`config.mk`:
```
export PLATFORM = sky130hd
export DESIGN_NAME = fft_sample_loader
export DESIGN_NICKNAME = d
export VERILOG_FILES = /design/src/rtl/fft_sample_loader_pkg.sv /design/src/rtl/fft_sample_loader_hann_lut.sv /design/src/rtl/fft_sample_loader.sv
export SDC_FILE = /design/constraint.sdc
export NUM_CORES = 1
export LEC_CHECK = 0
export CELL_PAD_IN_SITES_DETAIL_PLACEMENT = 1
export CELL_PAD_IN_SITES_GLOBAL_PLACEMENT = 1
export CORE_AREA = 5 5 156 158
export CTS_BUF_LIST = sky130_fd_sc_hd__clkbuf_16
export DETAILED_ROUTE_END_ITERATION = 6
export DIE_AREA = 0 0 161 163
export HOLD_SLACK_MARGIN = 0.12
export PLACE_DENSITY = 0.92
export SYNTH_ARGS = -nofsm -noshare
export SYNTH_HDL_FRONTEND = slang
export SYNTH_SLANG_ARGS = --single-unit
```
`constraint.sdc`:
```
create_clock -name clk -period 13 [get_ports clk]
set_input_delay 2.6 -clock clk [delete_from_list [all_inputs] [get_ports clk]]
set_output_delay 2.6 -clock clk [all_outputs]
set_load 0.05 [all_outputs]
```
`src/rtl/fft_sample_loader_pkg.sv`:
```
// Shared FFT types and helpers: loader FSM states, address bit reversal, Q1.15 product slicing.
// Combinational helpers only; no latency.
// No flow control of its own.
package fft_sample_loader_pkg;

    typedef enum logic [1:0] {FILL, DRAIN, START, BUSY} loader_state_t;

    localparam int SAMPLE_W = 24;

    // Reverse the low n bits of v; bits at and above n come back as zero.
    function automatic logic [31:0] bitrev(input logic [31:0] v, input int n);
        logic [31:0] r;
        r = {<<{v}};
        return r >> (32 - n);
    endfunction

    // Slice a signed w x w product back to Q1.15: p[2w-2 -: w], i.e. floor(p / 2^(w-1)).
    function automatic logic [31:0] q15_slice(input logic signed [63:0] p, input int w);
        logic signed [63:0] t;
        t = p >>> (w - 1);
        return t[31:0];
    endfunction

endpackage

```
`src/rtl/fft_sample_loader_hann_lut.sv`:
```
// Hann window ROM, Q1.15 coefficients tabulated at 32 points and resampled to 2^N_2.
// Latency 1 cycle (registered output).
// No backpressure; a new index may be presented every cycle.
module hann_lut #(
    parameter int width = 16,
    parameter int N_2   = 5
) (
    input  logic             clk,
    input  logic [N_2-1:0]   idx,
    output logic [width-1:0] out
);

    localparam int TAB_LOG2 = 5;

    logic [4:0]  k;
    logic [4:0]  j;
    logic [15:0] c16;

    generate
        if (N_2 <= TAB_LOG2) begin : g_idx_up
            assign k = 5'(idx) << (TAB_LOG2 - N_2);
        end else begin : g_idx_dn
            assign k = idx[N_2-1 -: TAB_LOG2];
        end
    endgenerate

    // The window is symmetric about the midpoint, so only half the table is stored.
    always_comb begin
        j = k[4] ? 5'(6'd32 - {1'b0, k}) : k;
        case (j)
            5'd0:    c16 = 16'd0;
            5'd1:    c16 = 16'd315;
            5'd2:    c16 = 16'd1247;
            5'd3:    c16 = 16'd2761;
            5'd4:    c16 = 16'd4799;
            5'd5:    c16 = 16'd7281;
            5'd6:    c16 = 16'd10114;
            5'd7:    c16 = 16'd13187;
            5'd8:    c16 = 16'd16384;
            5'd9:    c16 = 16'd19580;
            5'd10:   c16 = 16'd22653;
            5'd11:   c16 = 16'd25486;
            5'd12:   c16 = 16'd27968;
            5'd13:   c16 = 16'd30006;
            5'd14:   c16 = 16'd31520;
            5'd15:   c16 = 16'd32452;
            5'd16:   c16 = 16'd32767;
            default: c16 = 16'd0;
        endcase
    end

    generate
        if (width >= 16) begin : g_wide
            always_ff @(posedge clk) out <= width'(c16) << (width - 16);
        end else begin : g_narrow
            always_ff @(posedge clk) out <= c16[15 -: width];
        end
    endgenerate

endmodule

```
`src/rtl/fft_sample_loader.sv`:
```
// Windows one frame of 2^N_2 i2s samples into the FFT RAM, then pulses fft_start and waits for fft_done.
// Write latency 2 cycles from sample_valid, fully pipelined; FFT_LOADER_BITREV_EN selects bit-reversed adr.
// No backpressure: samples arriving outside FILL are dropped and flagged on sticky overrun.
module fft_sample_loader
    import fft_sample_loader_pkg::*;
#(
    parameter int width = 16,
    parameter int N_2   = 5
) (
    input  logic                 clk,
    input  logic                 reset,
    input  logic                 sample_valid,
    input  logic [SAMPLE_W-1:0]  sample,
    input  logic                 fft_done,
    output logic                 we,
    output logic [N_2-1:0]       adr,
    output logic [2*width-1:0]   wd,
    output logic                 fft_start,
    output logic                 busy,
    output logic                 overrun
);

    localparam logic [N_2-1:0] LAST = '1;

    loader_state_t            state;
    logic [N_2-1:0]           count;
    logic                     accept;
    logic [N_2-1:0]           adr_map;
    logic                     s0_vld;
    logic signed [width-1:0]  s0_dat;
    logic [N_2-1:0]           s0_adr;
    logic [width-1:0]         coef;
    logic signed [2*width-1:0] prod;
    logic                     unused_sample_lsbs;

    assign accept             = sample_valid && (state == FILL);
    assign unused_sample_lsbs = ^sample;

`ifdef FFT_LOADER_BITREV_EN
    assign adr_map = N_2'(bitrev(32'(count), N_2));
`else
    assign adr_map = count;
`endif

    hann_lut #(
        .width (width),
        .N_2   (N_2)
    ) u_hann (
        .clk (clk),
        .idx (count),
        .out (coef)
    );

    // Coefficient is non-negative and below 1.0, so its MSB is always 0.
    assign prod = (2*width)'(s0_dat) * (2*width)'($signed(coef));

    always_ff @(posedge clk or negedge reset) begin
        if (!reset) begin
            s0_vld <= 1'b0;
            s0_dat <= '0;
            s0_adr <= '0;
            we     <= 1'b0;
            adr    <= '0;
            wd     <= '0;
        end else begin
            s0_vld <= accept;
            if (accept) begin
                s0_dat <= sample[SAMPLE_W-1 -: width];
                s0_adr <= adr_map;
            end
            we <= s0_vld;
            if (s0_vld) begin
                adr <= s0_adr;
                wd  <= {width'(q15_slice(64'(prod), width)), {width{1'b0}}};
            end
        end
    end

    always_ff @(posedge clk or negedge reset) begin
        if (!reset) begin
            state     <= FILL;
            count     <= '0;
            fft_start <= 1'b0;
            busy      <= 1'b0;
            overrun   <= 1'b0;
        end else begin
            fft_start <= 1'b0;
            if (sample_valid && state != FILL)
                overrun <= 1'b1;
            case (state)
                FILL: begin
                    if (sample_valid) begin
                        count <= count + N_2'(1);
                        if (count == LAST) begin
                            state <= DRAIN;
                            busy  <= 1'b1;
                        end
                    end
                end
                // Last write is on the RAM port with nothing left behind it in stage 0.
                DRAIN: begin
                    if (we && !s0_vld) begin
                        state     <= START;
                        fft_start <= 1'b1;
                    end
                end
                START: state <= BUSY;
                BUSY: begin
                    if (fft_done) begin
                        state <= FILL;
                        busy  <= 1'b0;
                    end
                end
                default: state <= FILL;
            endcase
        end
    end

endmodule

```
==> summary.txt, run 1 <==
Run status
  – Status: complete, no violations

Synthesis
  – Syn Inst Count: roughly 1200
  – Library cells used by synthesis: between 50 and 60
  – Asr flop ratio synth: between 70% and 80%
  – Number of synthesized flops with an enable pin: 0
  – Seq/Total Area, Yosys: around 14%
  – Post-synth top flop: dfrtp_1
  – Synthesized area: about 12000 µm²
  – Share of the synthesized area in the top cell type: about two fifths
  – Area leader, netlist: fa_1
  – Yosys warns: 0
  – Syn Area/Cell: ~9.6 µm²
  – Yosys reg bits: between 60 and 70
  – Synth top area cells: fa_1, dfrtp_1, ha_1
  – Most numerous cell in the Yosys netlist: inv_1
  – Commonest cells in the synthesized netlist: inv_1, fa_1, nand2_1

Hold path
  – Hold/Removal Path Class: flip-flop to flip-flop
  – Hold Path End: overrun$_DFFE_PN0P_
  – Hold Path Depth: 1
  – HP Start: overrun$_DFFE_PN0P_

Global routing
  – GRT Overall Usage: 28.50%
  – GRT overflow: 0
  – Via count of the first global-routing pass: approximately 11000
  – Initial antenna violation count: 1
  – Largest net degree at the start of global routing: 55
  – Global-route wire length before repair: between 50000 and 60000 µm

Setup path
  – FF-to-FF End: wd[30]$_DFFE_PN0P_
  – Reg2Reg Depth: 18
  – Worst r2r src: u_hann.out[1]$_DFF_P_
  – Worst-path fanout max: 16
  – Startpoint Class: flip-flop
  – CP Class: flip-flop to flip-flop
  – R2R Setup Slk: between 5 and 6 ns
  – Req. time, crit path: about 13 ns
  – Crit path capture type: flip-flop
  – WP data arrival: about 7.5 ns

Final layout
  – Layout filler cell count: around 2600
  – Number of diodes: 0
  – Register area: between 1500 and 2000 µm²
  – Nets: roughly 1600
  – Area growth, synth to finish: 7.376%
  – Proportion of layout cells with a drive suffix above 1: roughly 5.0%
  – Multi-input logic area: about 9000 µm²

Route
  – DRT antenna net count: 0
  – Via count: roughly 8900
  – Via density: ~5.8
  – Per-cell routed wire length: ~23 µm
  – Starting DRT DRC Count: 605
  – Drt drc: 0
  – Pre-antenna DRT Iters: 5
  – Final WL: 35770 µm

STA
  – Tightest Pin Transition: between 1 and 1.5 ns
  – Max-slew headroom: approximately 9.7%
  – RSZ-0062 raised after global routing: no
  – Clock Skew: slightly below 0.009 ns
  – Final setup fails: 0
  – Setup tns final: 0 ns
  – Endpoints failing hold: 0
  – Min cycle time layout: 7.246 ns
  – Final worst-path cycle share: a little under three fifths
  – Max Clk Rate: roughly 140 MHz
  – Fin. max-slew vios: 0

Place
  – Hpwl dp: between 20000 and 30000 µm
  – Gpl congestion: 0.8425
  – Port Buffer Count: 44

Die
  – # IOs: 69
  – Die height: between 150 and 200 µm
  – Die W: roughly 160 µm
  – Die Footprint: about 26000 µm²
  – CORE AREA: about 23000 µm²
  – Initial Util: 51.82%
  – Cell row count: 56

CTS
  – Root Buffer: clkbuf_16
  – Worst-path clk slew: approximately 0.070 ns
  – CTS tree: yes
  – Htree depth: 3
  – Total CTS buffers: 9
  – CTS Hold Bufs: 0
  – Clock Sinks: 69
  – Maximum root-to-sink buffer count: 2
  – Latest clock arrival within the worst-skew pair: approximately 0.35 ns
  – Post-CTS setup buffers: 0
  – Post_cts resized: 0

Run
  – Max-cap viol count: 0
## flip-flops by register name (all words and copies together), names as in the netlist
| name | flops |
|---|---|
| adr | 5 |
| adr_map | 5 |
| busy | 1 |
| fft_start | 1 |
| overrun | 1 |
| s0_adr | 5 |
| s0_dat | 16 |
| s0_vld | 1 |
| state | 2 |
| u_hann.out | 15 |
| wd | 16 |
| we | 1 |
## kinds of logic (layout without fill, tap and decap cells)
family                   after synthesis  in the layout  synth area share, %
AO/OA/AOI/OAI                        102            102                5.484
other                                  1             16              0.03149
adder cells (fa/ha/maj)              330            330                49.80
multiplexers                          38             38                3.572
AND/OR/NAND/NOR                      321            321                13.31
flip-flops                            69             69                13.87
buffers and inverters                351            354                11.58
XOR/XNOR                              32             32                2.353
## cell type report
cell class	count	share of cell area (%)
flip-flops and latches	69	12.92
clock inverters	7	0.5479
inverters	293	8.601
clock buffers	9	1.761
repair buffers	45	3.464
multi-input cells	839	69.87
well taps	290	2.838
## critical path, stage by stage (launching register included)
cell,delay [ns]
dfxtp_1,0.88
nand2_1,0.34
fa_1,0.66
fa_1,0.75
inv_1,0.25
fa_1,0.46
fa_1,0.56
fa_1,0.60
inv_1,0.07
fa_1,0.49
inv_1,0.07
ha_1,0.21
or3_1,0.37
o211ai_1,0.16
nand2_1,0.10
or3_1,0.38
a31o_1,0.29
a2111oi_2,0.37
nor3b_1,0.09
## how the worst max path moves through the flow
stage / slack, ns / start / end / depth (start not counted)
2_1_floorplan: 6.87 / s0_dat[15]$_DFFE_PN0P_ / wd[30]$_DFFE_PN0P_ / 19
3_3_place_gp: 6.21 / u_hann.out[1]$_DFF_P_ / wd[30]$_DFFE_PN0P_ / 18
3_5_place_dp: 5.90 / u_hann.out[1]$_DFF_P_ / wd[30]$_DFFE_PN0P_ / 18
4_1_cts: 5.83 / u_hann.out[1]$_DFF_P_ / wd[30]$_DFFE_PN0P_ / 18
5_1_grt: 5.50 / u_hann.out[1]$_DFF_P_ / wd[30]$_DFFE_PN0P_ / 19
6_report: 5.75 / u_hann.out[1]$_DFF_P_ / wd[30]$_DFFE_PN0P_ / 18
## per-layer routing
layer | global-route usage (%) | vias up | part of all wire, %
li1 | - | 3703 | -
met1 | 29.93 | 4667 | 34
met2 | 53.30 | 374 | 54
met3 | 4.252 | 182 | 4.5
met4 | 18.03 | 2 | 7.6
met5 | 0 | - | 0.036
## layout by cell type (no fill, tap or decap), types with 2 or more instances in the layout
cell | netlist | routed
fa_1 | 240 | 240
or2_2 | 2 | 2
inv_8 | 0 | 4
conb_1 | 1 | 16
dfrtp_1 | 54 | 54
inv_6 | 0 | 2
nand4_1 | 3 | 3
nor2b_1 | 2 | 2
nand2_1 | 145 | 145
xor2_1 | 8 | 8
a21o_1 | 6 | 6
a21oi_1 | 24 | 24
or3_1 | 3 | 3
xnor2_1 | 24 | 24
o211ai_1 | 3 | 3
ha_1 | 90 | 90
and2_1 | 117 | 117
dfxtp_1 | 15 | 15
mux2i_1 | 2 | 2
nand2b_1 | 4 | 4
clkbuf_16 | 0 | 9
nor2_1 | 19 | 19
clkdlybuf4s50_1 | 0 | 43
a211oi_2 | 2 | 2
nor3_1 | 7 | 7
a31oi_1 | 7 | 7
inv_1 | 293 | 293
nand3_1 | 8 | 8
and3_1 | 6 | 6
o21ai_0 | 30 | 30
a211oi_1 | 2 | 2
o21ai_1 | 8 | 8
o21a_1 | 3 | 3
o221ai_1 | 2 | 2
nand3b_1 | 2 | 2
mux2_2 | 36 | 36
## per-stage QoR
stage | hold slack, ns | instance area [µm²] | instances | utilization (%) | setup WS [ns]
final | 0.4608 | 12790 | 1552 | 55.64 | 5.754
after global routing | 0.4880 | 12790 | 1552 | 55.64 | 5.496
after CTS | 0.4686 | 12790 | 1552 | 55.64 | 5.832
after detailed placement | 0.4473 | 12490 | 1536 | 54.36 | 5.898
after global placement | 0.4400 | 12490 | 1536 | 54.36 | 6.209
after floorplan | 0.3519 | 11970 | 1259 | - | 6.874
Power of run 1 is left out: the tool's default activity adds up to more than one toggle a clock period on the data nets, which glitch-free logic cannot reach.
==> run 2, diff against run 1 <==
--- a/config.mk
+++ b/config.mk
@@ -7,12 +7,12 @@
 export LEC_CHECK = 0
 export CELL_PAD_IN_SITES_DETAIL_PLACEMENT = 1
 export CELL_PAD_IN_SITES_GLOBAL_PLACEMENT = 1
-export CORE_AREA = 5 5 156 158
+export CORE_AREA = 5 5 162 164
 export CTS_BUF_LIST = sky130_fd_sc_hd__clkbuf_16
 export DETAILED_ROUTE_END_ITERATION = 6
-export DIE_AREA = 0 0 161 163
+export DIE_AREA = 0 0 167 169
 export HOLD_SLACK_MARGIN = 0.12
-export PLACE_DENSITY = 0.92
+export PLACE_DENSITY = 0.86
 export SYNTH_ARGS = -nofsm -noshare
 export SYNTH_HDL_FRONTEND = slang
 export SYNTH_SLANG_ARGS = --single-unit
==> constraint.sdc (replaced) <==
create_clock -name clk -period 6.99 [get_ports clk]
set_input_delay 1.398 -clock clk [delete_from_list [all_inputs] [get_ports clk]]
set_output_delay 1.398 -clock clk [all_outputs]
set_load 0.05 [all_outputs]
==> summary.txt, run 2 (same netlist as run 1, synthesis figures left out) <==
Run status
  – Status: complete, no violations

STA
  – Min cycle time layout: roughly 6.7 ns
  – Max Clk Rate: around 150 MHz
  – Max-slew headroom: about a third
  – Clock Skew: between 0.008 and 0.009 ns
  – Final setup fails: 0
  – Endpoints failing hold: 0
  – Hold Slack: between 0.4 and 0.5 ns
  – Fin. max-slew vios: 0
  – Setup tns final: 0 ns
  – RSZ-0062 raised after global routing: no
  – Final worst-path cycle share: between 90% and 100%
  – Tightest Pin Transition: 1.006 ns

Setup path
  – Worst r2r src: s0_dat[15]$_DFFE_PN0P_
  – Req. time, crit path: between 7 and 8 ns
  – WP data arrival: between 6 and 7 ns
  – Worst-path fanout max: 10
  – R2R Setup Slk: approximately 0.3 ns
  – FF-to-FF End: wd[31]$_DFFE_PN0P_
  – Startpoint Class: flip-flop
  – Crit path capture type: flip-flop
  – CP Class: flip-flop to flip-flop
  – Reg2Reg Depth: 20

Route
  – Drt drc: 0
  – Per-cell routed wire length: ~21 µm
  – Pre-antenna DRT Iters: 5
  – Starting DRT DRC Count: 515
  – DRT antenna net count: 0
  – Final WL: 33540 µm
  – Via count: about 8700
  – Via density: roughly 5.4

Final layout
  – Top flop regs: s0_dat: 16 flops, wd: 16 flops, u_hann.out: 15 flops
  – Layout filler cell count: approximately 2800
  – Proportion of layout cells with a drive suffix above 1: approximately 6.9%
  – Area growth, synth to finish: 9.130%
  – Most frequent cells in the layout: inv_1, fa_1, nand2_1
  – Number of diodes: 0
  – Register area: 1657 µm²
  – Nets: roughly 1600
  – Multi-input logic area: roughly 8900 µm²
  – Commonest non-fill, non-tap cell in the layout: inv_1

Place
  – Gpl congestion: between 0.8 and 0.9
  – Port Buffer Count: between 40 and 50
  – Hpwl dp: approximately 27000 µm

CTS
  – CTS tree: yes
  – Latest clock arrival within the worst-skew pair: 0.34 ns
  – CTS Hold Bufs: 0
  – Htree depth: 3
  – Root Buffer: clkbuf_16
  – Maximum root-to-sink buffer count: 2
  – Clock Sinks: 69
  – Worst-path clk slew: ~0.070 ns
  – Total CTS buffers: 9

Global routing
  – Global-route wire length before repair: approximately 56000 µm
  – Via count of the first global-routing pass: between 10000 and 15000
  – GRT overflow: 0
  – Largest net degree at the start of global routing: 55
  – GRT Overall Usage: between 20% and 30%
  – Initial antenna violation count: 1

Die
  – Die Footprint: 28220 µm²
  – # IOs: about 70
  – CORE AREA: about 25000 µm²
  – Die height: 169 µm
  – Die W: approximately 170 µm
  – Cell row count: 58
  – Initial Util: 48.12%

Hold path
  – Hold/Removal Path Class: flip-flop to flip-flop
  – Hold Path Depth: 1
  – Hold Path End: overrun$_DFFE_PN0P_
  – HP Start: overrun$_DFFE_PN0P_

Run
  – Max-cap viol count: 0
==> run 2: cell types whose count changed in the layout (fill, tap and decap cells not counted) <==
cell	change
dfxtp_2	+4
clkinvlp_4	+1
buf_4	+20
inv_1	-1
dfxtp_1	-4
==> run 2: worst max-delay path: stages, from the launching register on <==
cell and delay (ns):
dfrtp_1 0.58, nand2_1 0.22, fa_1 0.73, fa_1 0.48, buf_4 0.19, fa_1 0.48, inv_1 0.07, fa_1 0.51
fa_1 0.53, inv_1 0.07, fa_1 0.49, inv_1 0.05, ha_1 0.34, a211oi_1 0.25, o21ai_1 0.11, o211ai_1 0.21
nand2_1 0.08, or3_1 0.41, and3_1 0.25, o21ai_1 0.14, or3b_1 0.37
==> run 2: layout make-up <==
type	instances	share of cell area (%)
timing repair buffer	65	4.563
multi-input combinational	839	68.75
clock inverter	7	0.5391
sequential	69	12.75
clock buffer	9	1.733
inverter	293	8.491
tap	330	3.177
==> run 2: repair_timing <==
action                                  in CTS  in global routing
endpoints found under the setup margin       0                  2
setup buffers                                0                  0
gates resized for setup                      0                  5
==> run 2: worst max path at each step <==
| stage | start | to | cells after the start |
|---|---|---|---|
| 2_1_floorplan | s0_dat[15]$_DFFE_PN0P_ | wd[30]$_DFFE_PN0P_ | 19 |
| 3_3_place_gp | u_hann.out[5]$_DFF_P_ | wd[30]$_DFFE_PN0P_ | 19 |
| 3_5_place_dp | u_hann.out[5]$_DFF_P_ | wd[30]$_DFFE_PN0P_ | 19 |
| 4_1_cts | u_hann.out[5]$_DFF_P_ | wd[31]$_DFFE_PN0P_ | 21 |
| 5_1_grt | s0_dat[15]$_DFFE_PN0P_ | wd[31]$_DFFE_PN0P_ | 18 |
| 6_report | s0_dat[15]$_DFFE_PN0P_ | wd[31]$_DFFE_PN0P_ | 20 |
==> run 2: per-layer routing <==
layer | vias up | global-route usage (%) | share of wire (%)
met2 | 303 | 47.75 | 54
met5 | - | 0 | 0.036
li1 | 3744 | - | -
met3 | 120 | 3.153 | 4.4
met1 | 4522 | 27.46 | 35
met4 | 2 | 13.41 | 6.0
==> run 2: through the flow <==
step                      std cells  area, µm²  setup slack (ns)  util (%)
final                          1612      13000            0.3003     52.52
after global routing           1612      13000           0.01780     52.52
after CTS                      1612      12990            0.1617     52.48
after detailed placement       1596      12690            0.2342     51.29
after global placement         1596      12690            0.5017     51.29
after floorplan                1259      11970            0.8643         -
Power of run 2 is left out for the same reason.
==> run 3, diff against run 2 <==
--- a/config.mk
+++ b/config.mk
@@ -9,6 +9,7 @@
 export CELL_PAD_IN_SITES_GLOBAL_PLACEMENT = 1
 export CORE_AREA = 5 5 162 164
 export CTS_BUF_LIST = sky130_fd_sc_hd__clkbuf_16
+export CTS_CLUSTER_DIAMETER = 40
 export DETAILED_ROUTE_END_ITERATION = 6
 export DIE_AREA = 0 0 167 169
 export HOLD_SLACK_MARGIN = 0.12
==> results of run 3 <==
Same layout as run 2: the final DEF is identical, and so are final timing and power.
Power of run 3 is left out for the same reason.
==> RTL change (config.mk and constraints of run 2) <==
`width` is set to 16 in 2 places; all go to 12.
--- a/src/rtl/fft_sample_loader_hann_lut.sv
+++ b/src/rtl/fft_sample_loader_hann_lut.sv
@@ -4,3 +4,3 @@
 module hann_lut #(
-    parameter int width = 16,
+    parameter int width = 12,
     parameter int N_2   = 5
--- a/src/rtl/fft_sample_loader.sv
+++ b/src/rtl/fft_sample_loader.sv
@@ -6,3 +6,3 @@
 #(
-    parameter int width = 16,
+    parameter int width = 12,
     parameter int N_2   = 5
Ports: changed (resized wd); port bits go from 69 to 61. The function was not compared with the original's and may differ.
==> RTL change against run 2 <==
  * Wire length down 42%
  * Fmax up 17%
  * Largest cell class unchanged
  * Synthesized area down 37%
  * Setup slack better by 0.97 ns
  * Final area down 35%
  * Sequential cell count down 12
  * Core utilization down 19 points
Power is left out: the tool's default activity adds up to more than one toggle a clock period on the data nets, which glitch-free logic cannot reach.
==> RTL change: results (changes against run 2) <==
top flop regs = s0_dat: 12 flops, wd: 12 flops, u_hann.out: 11 flops
post-cts resize count = 0 (unchanged)
Yosys top cell area share = 32.3% (-8.1 points)
Worst slew margin = 28.3% (-4.4 points)
vias in the first global route = 6396 (-40%)
H-tree levels = 3 (unchanged)
status = completed
Async SR Flop Fraction = 80.7% (+2.4 points)
Hold Crit Class = register to register
hold_ws = 0.466 ns (-0.00374 ns)
postcts setup bufs = 0 (unchanged)
Worst-Skew Late Latency = 0.35 ns
hold path start = overrun
Avg Vias per Cell = 4.80 (-11%)
Setup Skew = 0.0134 ns (+0.00473 ns)
placed inst area = 8070 sq um (-36%)
initial antenna violation count = 0 (-1)
GRT Total Usage = 14.6% (-11 points)
CP Data Arrival Time = 5.94 ns (-0.97 ns)
worst r2r src = u_hann.out[3]
setup slack at placement = 1.33 ns (+1.10 ns)
yosys warns = 0 (unchanged)
top post-synthesis cells by area = fa_1 (32%), dfrtp_1 (15%), ha_1 (9.8%)
Clock Pin Slew Worst Setup and Hold Paths = 0.07 ns (about the same)
post-synthesis sequential area ratio = 18.3% (+4.4 points)
Antenna diodes = 0 (unchanged)
PortBufs = 36 (-18%)
clock root cell = clkbuf_16
worst hold endpoint = overrun
worst-path maximum fanout = 12 (+2)
RePlAce Congestion = 0.834 (-3.0%)
share of layout cells above drive strength 1 = 6.93% (+0.070 points)
deepest clock path buffer count = 2 (unchanged)
Detail Placement HPWL = 15400 microns (-43%)
Worst R2R Path Depth = 16 (-20%)
drt first-iter violations = 321 (-38%)
top_reg_cell synth = dfrtp_1
largest net degree at the start of global routing = 47 (-15%)
first-pass GRT wire length = 32700 microns (-41%)
Hold Path Cell Cnt = 1 (unchanged)
final WL = 19500 microns (-42%)
Unique masters post-synth = 53 (-1.9%)
most frequent cells after synthesis = inv_1 (169), nand2_1 (128), fa_1 (121)
Final #Nets = 1025 (-37%)
clock buffer count from CTS = 9 (unchanged)
r2r endpoint = wd[23]
First-pass DRT Iterations = 4 (-1)
RTL change: changes by cell type in the layout (fill, tap and decap cells not counted), sizes merged, moves of 7 or more:
cell           before  now
dfrtp              54   46
fa                240  121
buf                22    2
mux2               36   25
ha                 90   59
clkdlybuf4s50      43   35
o21ai              38   31
and2              117   38
xnor2              24   16
inv               298  171
nand2             145  128
RTL change: cell families (layout without fill, tap and decap cells):
| logic type | Yosys count | in the layout | share of synthesized area, % |
|---|---|---|---|
| other | 1 | 12 | 0.0500 |
| xor gates and xnor gates | 23 | 23 | 2.68 |
| muxes | 27 | 27 | 4.02 |
| AOI/OAI and AO/OA | 94 | 94 | 8.34 |
| adders and majority gates | 180 | 180 | 42.1 |
| and+or+nand+nor | 207 | 207 | 12.7 |
| buffers and inverters | 220 | 222 | 11.8 |
| DFF | 57 | 57 | 18.3 |
RTL change: area by class of cell:
cell class	count	area, sq um
inverter	169	634
clock inverter	7	96.3
sequential	57	1370
fill	2855	16400
multi-input combinational	543	5290
tap	330	413
clock buffer	9	225
timing repair buffer	37	363
RTL change: layer usage:
layer / GRT usage [%] / wire length [microns] / vias to the layer above
li1: - / - / 2475
met1: 16.3 / 7430 / 2901
met2: 27.2 / 10700 / 103
met3: 2.24 / 542 / 50
met4: 6.72 / 780 / 0
met5: 0 / 0 / -
RTL change: through the flow:
stage	util, %	std cells
CTS	33.9	1152
global route	33.9	1152
detailed placement	32.6	1136
global placement	32.6	1136
finish	33.9	1152
floorplan	-	820
RTL change: how the worst max path moves through the flow:
stage,startpoint,end,slack [ns],cells past startpoint
floorplan,s0_dat[11],wd[20],2.08,18
global placement,u_hann.out[3],wd[23],1.60,16
detailed placement,u_hann.out[3],wd[23],1.33,16
CTS,u_hann.out[3],wd[23],1.29,16
global route,u_hann.out[3],wd[23],1.07,16
finish,u_hann.out[3],wd[23],1.27,16
RTL change: critical path, stage by stage, from the launching register on:
cell and delay [ns]:
dfxtp_1 0.67, nand2_1 0.29, fa_1 0.68, inv_1 0.15, fa_1 0.50, fa_1 0.55
fa_1 0.53, inv_1 0.06, fa_1 0.48, inv_1 0.05, ha_1 0.43, o21ai_0 0.21
o21ai_0 0.35, nor2_1 0.09, a31oi_1 0.30, xnor2_1 0.16, a21oi_1 0.09
